--- config.mk ---
export PLATFORM = sky130hd
export DESIGN_NAME = whack_round_ctrl
export DESIGN_NICKNAME = d
export VERILOG_FILES = /design/src/rtl/whack_round_ctrl_pkg.sv /design/src/rtl/whack_lfsr.sv /design/src/rtl/whack_round_ctrl.sv
export SDC_FILE = /design/constraint.sdc
export NUM_CORES = 1
export LEC_CHECK = 0
export ABC_CLOCK_PERIOD_IN_PS = 3200
export CAP_MARGIN = 40
export CORE_ASPECT_RATIO = 2
export CORE_UTILIZATION = 59
export DETAILED_ROUTE_END_ITERATION = 8
export PLACE_DENSITY = 0.8
export SLEW_MARGIN = 20
export SYNTH_ARGS = -nofsm -noshare
export SYNTH_HDL_FRONTEND = slang
export SYNTH_HIERARCHICAL = 1
export SYNTH_SLANG_ARGS = --single-unit
--- constraint.sdc ---
create_clock -name clk -period 3.2 [get_ports clk]
set_input_delay 0.96 -clock clk [delete_from_list [all_inputs] [get_ports clk]]
set_output_delay 0.96 -clock clk [all_outputs]
set_load 0.05 [all_outputs]
--- src/rtl/whack_round_ctrl_pkg.sv ---
// Shared definitions for the whack-a-target game: FSM state encoding, keypad codes
// for the four targets and the LFSR feedback mask. Also used by the keypad scanner
// and the score decoder.
package whack_round_ctrl_pkg;

    typedef enum logic [1:0] {
        StIdle = 2'd0,
        StShow = 2'd1,
        StGap  = 2'd2,
        StDone = 2'd3
    } state_e;

    // Keypad codes that select targets 0..3.
    localparam logic [3:0] KeyT0 = 4'd1;
    localparam logic [3:0] KeyT1 = 4'd2;
    localparam logic [3:0] KeyT2 = 4'd3;
    localparam logic [3:0] KeyT3 = 4'd4;

    // Right-shift Galois mask for x^8 + x^6 + x^5 + x^4 + 1.
    localparam logic [7:0] LfsrTaps = 8'hB8;

    function automatic logic [3:0] key_for_target(input logic [1:0] t);
        logic [3:0] k;
        unique case (t)
            2'd0:    k = KeyT0;
            2'd1:    k = KeyT1;
            2'd2:    k = KeyT2;
            default: k = KeyT3;
        endcase
        return k;
    endfunction

    function automatic logic [7:0] lfsr_step(input logic [7:0] v);
        return {1'b0, v[7:1]} ^ (v[0] ? LfsrTaps : 8'h00);
    endfunction

endpackage

--- src/rtl/whack_lfsr.sv ---
// Free-running 8-bit Galois LFSR used to pick the next target.
// Ports:
//   clk  - system clock
//   rst  - asynchronous active-high reset, loads SEED
//   pick - low two bits of the current LFSR state (target candidate)
module whack_lfsr
    import whack_round_ctrl_pkg::*;
#(
    parameter logic [7:0] SEED = 8'hA5
) (
    input  logic       clk,
    input  logic       rst,
    output logic [1:0] pick
);

    logic [7:0] lfsr_q;

    always_ff @(posedge clk or posedge rst) begin
        if (rst) begin
            lfsr_q <= SEED;
        end else begin
            lfsr_q <= lfsr_step(lfsr_q);
        end
    end

    assign pick = lfsr_q[1:0];

endmodule

--- src/rtl/whack_round_ctrl.sv ---
// Game sequencer for the keypad "hit the lit target" game. Lights a pseudo-random
// target for SHOW_TICKS cycles, judges exactly one keypad press per target, blanks
// for GAP_TICKS cycles, and ends the game after ROUNDS targets.
// Ports:
//   clk, rst              - clock, asynchronous active-high reset
//   start                 - 1-cycle pulse, starts a game from IDLE or DONE
//   key_code, key_valid   - keypad value (1..4 = target 0..3) and key-held level
//   target, target_valid  - lit target and its qualifier (high in SHOW)
//   score, round_cnt      - hits this game (saturating) and targets presented
//   hit_pulse, miss_pulse - one judgement strobe per target
//   busy, game_over       - high in SHOW/GAP, high in DONE
module whack_round_ctrl
    import whack_round_ctrl_pkg::*;
#(
    parameter int unsigned SHOW_TICKS = 50_000_000,
    parameter int unsigned GAP_TICKS  = 12_500_000,
    parameter int unsigned ROUNDS     = 20,
    parameter int unsigned SCORE_MAX  = 9,
    parameter logic [7:0]  LFSR_SEED  = 8'hA5
) (
    input  logic       clk,
    input  logic       rst,
    input  logic       start,
    input  logic [3:0] key_code,
    input  logic       key_valid,
    output logic [1:0] target,
    output logic       target_valid,
    output logic [3:0] score,
    output logic [7:0] round_cnt,
    output logic       hit_pulse,
    output logic       miss_pulse,
    output logic       busy,
    output logic       game_over
);

    localparam int unsigned MaxTicks = (SHOW_TICKS > GAP_TICKS) ? SHOW_TICKS : GAP_TICKS;
    localparam int unsigned CntW     = $clog2(MaxTicks);

    localparam logic [CntW-1:0] ShowLast   = CntW'(SHOW_TICKS - 1);
    localparam logic [CntW-1:0] GapLast    = CntW'(GAP_TICKS - 1);
    localparam logic [7:0]      RoundsLast = 8'(ROUNDS);
    localparam logic [3:0]      ScoreTop   = 4'(SCORE_MAX);

    state_e          state_q;
    logic [CntW-1:0] dwell_q;
    logic            key_valid_q;
    logic [1:0]      lfsr_pick;
    logic            press;

    whack_lfsr #(
        .SEED (LFSR_SEED)
    ) u_lfsr (
        .clk  (clk),
        .rst  (rst),
        .pick (lfsr_pick)
    );

    // A held key produces a single press.
    assign press = key_valid & ~key_valid_q;

    always_ff @(posedge clk or posedge rst) begin
        if (rst) begin
            state_q      <= StIdle;
            dwell_q      <= '0;
            key_valid_q  <= 1'b0;
            target       <= 2'd0;
            target_valid <= 1'b0;
            score        <= 4'd0;
            round_cnt    <= 8'd0;
            hit_pulse    <= 1'b0;
            miss_pulse   <= 1'b0;
            busy         <= 1'b0;
            game_over    <= 1'b0;
        end else begin
            key_valid_q <= key_valid;
            hit_pulse   <= 1'b0;
            miss_pulse  <= 1'b0;

            unique case (state_q)
                StIdle, StDone: begin
                    if (start) begin
                        state_q      <= StShow;
                        dwell_q      <= '0;
                        target       <= lfsr_pick;
                        target_valid <= 1'b1;
                        score        <= 4'd0;
                        round_cnt    <= 8'd1;
                        busy         <= 1'b1;
                        game_over    <= 1'b0;
                    end
                end

                StShow: begin
                    dwell_q <= dwell_q + 1'b1;
                    // A press on the final window cycle is judged, not timed out.
                    if (press || dwell_q == ShowLast) begin
                        state_q      <= StGap;
                        dwell_q      <= '0;
                        target_valid <= 1'b0;
                        if (press && key_code == key_for_target(target)) begin
                            hit_pulse <= 1'b1;
                            if (score < ScoreTop) begin
                                score <= score + 4'd1;
                            end
                        end else begin
                            miss_pulse <= 1'b1;
                        end
                    end
                end

                StGap: begin
                    dwell_q <= dwell_q + 1'b1;
                    if (dwell_q == GapLast) begin
                        dwell_q <= '0;
                        if (round_cnt == RoundsLast) begin
                            state_q   <= StDone;
                            busy      <= 1'b0;
                            game_over <= 1'b1;
                        end else begin
                            state_q      <= StShow;
                            round_cnt    <= round_cnt + 8'd1;
                            target       <= lfsr_pick;
                            target_valid <= 1'b1;
                        end
                    end
                end

                default: state_q <= StIdle;
            endcase
        end
    end

endmodule

==> results.yml <==
run_status:
  status: "complete, no violations"
critical_path:
  path_cells: "clkdlybuf4s50_1 -> or3b_2 -> a2111oi_2 -> buf_4 -> a31oi_1 -> a31o_2 -> a22o_1"
  critPathMaxStageDelay_ns: 0.50
  setup.worst_path.end_class: "register"
  critPathKind: "input port to register"
  cp.depth: 7
  cpMaxStageDelayCell: "clkdlybuf4s50_1"
  crit_fanout: 3
  cp_data_required_time_ns: 3.39
  cp_num_buf_inv: 2
  critPathLaunchType: "input port"
  cp.arrival_ns: 3.01
  cpLargestDelayFamily: "compound AO/OA/AOI/OAI gates"
  ff2ff_path_depth: 7
die:
  dieHeight_um: 111
  row_count: 39
  die_w_um: 56.5
  core_um2: 5710
  initial_utilization_pct: 61.5
  io_pins: 27
  die_area_um2: 6280
finish:
  most-common-layout-cells: "dfrtp_1 (52), nand2_1 (44), clkdlybuf4s50_1 (26)"
  nNetsFinal: 422
  stdcell_count: 464
  insertedDiodeCount: 0
  drive_gt1_share_pct: 11.4
  fin_util_pct: 70.1
  area_delta_synth_final_pct: 14.0
  final_area_um2: 4000
  layout_commonest_cell: "dfrtp_1"
synthesis:
  avgSynthCellArea_um2: 9.21
  yosys_warnings: 6
  yosysUniqueCellTypes: 60
  ys_seq_area_share_pct: 40.1
  syn_inst: 381
  synthArstFlopShare_pct: 100
  ys.flop_type: "dfrtp_1"
  ys_ff_latch: 56
  synthesis.area_um2: 3510
  synth_edf_count: 0
  syn_nets: 401
drt:
  drt-vias-per-instance: 6.74
  postRouteAntennaNets: 0
  drc_errors: 0
  routedWlPerCell_um: 18.6
  dr.pass1.iters: 5
  drt_wl_total_mm: 8.63
  via_count: 3129
  drt_iter0_drc: 130
clock_network:
  htree_levels: 2
  cts_setup_buffers: 0
  hold_buffers: 0
  cts_tree: "built"
  cts_root_buffer: "clkbuf_16"
  clockBufferDepth: 2
  numCtsBuffers: 5
  clkTransAtPathRegs_ns: 0.07
  cts_resized: 0
  insertion_delay_ns: 0.30
  cts.sinks: 56
min_path:
  worstHoldPathType: "register to register"
  holdPathStages: 0
placement:
  hpwl_mm: 6.16
  dpl-instance-area_um2: 3830
  gp_congestion: 0.846
  io_buffers: 26
  placedCellCount: 455
power_and_ir_drop:
  switchingPower_mw: 1.10
  intPower_mw: 1.53
  comb_power_share_pct: 42.6
  p_per_area_nw_per_um2: 659
  clkPwrFrac_pct: 24.3
  peakVddDrop_mv: 0.942
  p_sw_share_pct: 41.9
  power_frac_seq_pct: 33.1
  leakage_nw: 1.71
global_route:
  grt_overflow: 0
  track_usage_pct: 28.6
  grt_pass1_wl_mm: 14.2
  grt_max_degree: 33
  antenna_found_initial: 0
  grt_pass1_vias: 3014
sta:
  finalCritPeriodShare_pct: 88.2
  final_hold_viol_count: 0
  slew_violations: 0
  tns_ns: 0
  finalSetupViolCount: 0
  timing.fmax_mhz: 354
  rsz0062_at_grt: "false"
  finClkSkew_ns: 0.00528
  min_period_ns: 2.82
  max_slew_margin_pct: 44.1
  tightest_slew_ns: 0.830
  whs_ns: 0.374
flow_run:
  max_cap_viol_count: 0
==> worst reg2reg max path, delay by kind of cell (launching register included) <==
kind,cells,cell delay [ns]
AND/OR/NAND/NOR,3,0.91
multiplexers,1,0.42
flip-flops,1,0.43
adder cells (fa/ha/maj),1,0.15
buffers and inverters,1,0.08
AO/OA/AOI/OAI,1,0.66
==> logic make-up after synthesis <==
logic type / Yosys count / synth area share [%]
fa+ha+maj: 12 / 4.28
mux: 4 / 1.21
simple gates: 170 / 27.0
flops: 56 / 40.1
xor+xnor: 6 / 1.50
buf+inv: 45 / 5.99
compound gates: 88 / 19.9
==> state kept, by name (all words and copies together), names as in the netlist <==
name           count
u_lfsr/lfsr_q      8
score              4
target_valid       1
miss_pulse         1
hit_pulse          1
dwell_q           26
round_cnt          8
busy               1
game_over          1
target             2
state_q            2
key_valid_q        1
==> routing by layer <==
| metal | global-route usage [%] | share of wire [%] | vias up | wire length [um] |
|---|---|---|---|---|
| met5 | 0 | 0 | - | 0 |
| met4 | 18.2 | 5.3 | 0 | 454 |
| met3 | 3.62 | 4.8 | 36 | 418 |
| met2 | 49.2 | 53 | 125 | 4610 |
| met1 | 32.1 | 36 | 1498 | 3150 |
| li1 | - | - | 1470 | - |
==> area by class of cell <==
class                           count  area, um2
Sequential cell                    56       1410
Tap cell                           61       76.3
Clock buffer                        5        125
Multi-Input combinational cell    280       1900
Timing Repair Buffer               38        373
Fill cell                         457       1710
Inverter                           21       78.8
Clock inverter                      3       46.3
==> through the flow <==
step / total power, mW / setup slack [ns]
after floorplan: 1.64 / 0.591
after global placement: 1.97 / 0.0525
after detailed placement: 1.99 / 0.0445
after CTS: 2.63 / 0.354
after global routing: 2.76 / 0.270
final: 2.64 / 0.377
==> worst paths after layout <==
kind / slack, ns / endpoint / startpoint
min in group asynchronous: 0.94 / u_lfsr/lfsr_q[1] / rst
hold reg to reg: 0.37 / u_lfsr/lfsr_q[2] / u_lfsr/lfsr_q[3]
hold / removal: 0.37 / u_lfsr/lfsr_q[2] / u_lfsr/lfsr_q[3]
setup reg to reg: 0.44 / target[1] / round_cnt[0]
setup / recovery: 0.38 / score[1] / key_valid
max in group asynchronous: 1.67 / game_over / rst
==> cells in the mapped netlist (all sizes together) (2+ instances only) <==
| master | count | area share, % |
|---|---|---|
| dfstp | 4 | 3.0 |
| a31o | 4 | 1.0 |
| xor2 | 6 | 1.5 |
| nand2b | 5 | 0.89 |
| and3 | 10 | 1.8 |
| nor4b | 2 | 1.1 |
| o211ai | 15 | 3.2 |
| a31oi | 4 | 0.71 |
| o2111ai | 6 | 1.5 |
| nor4 | 8 | 1.4 |
| o21ai | 13 | 2.0 |
| nand4 | 14 | 2.7 |
| and4 | 5 | 1.2 |
| and4bb | 2 | 0.71 |
| a32o | 4 | 1.1 |
| o221ai | 14 | 3.5 |
| nor2b | 5 | 0.89 |
| nor2 | 24 | 2.6 |
| dfrtp | 52 | 37 |
| o31ai | 2 | 0.43 |
| a21oi | 5 | 0.71 |
| nand3 | 20 | 2.9 |
| a21boi | 5 | 1.1 |
| nor3b | 3 | 0.64 |
| nor3 | 10 | 1.7 |
| buf | 8 | 2.0 |
| mux2i | 2 | 0.57 |
| and4b | 2 | 0.57 |
| mux2 | 2 | 0.64 |
| nand2 | 44 | 4.7 |
| clkbuf | 16 | 1.7 |
| a22o | 2 | 0.50 |
| ha | 12 | 4.3 |
| and2 | 8 | 1.4 |
| a22oi | 5 | 1.1 |
| and3b | 2 | 0.50 |
| or2 | 3 | 0.53 |
| inv | 21 | 2.2 |
==> power groups by stage <==
stage / sequential (mW) / combinational (mW) / clock, mW
detailed placement: 0.885 / 1.10 / 0
global placement: 0.880 / 1.09 / 0
floorplan: 0.974 / 0.671 / 0
global route: 0.881 / 1.21 / 0.669
CTS: 0.871 / 1.11 / 0.645
finish: 0.872 / 1.12 / 0.641
Power figures use the tool's default switching activity.
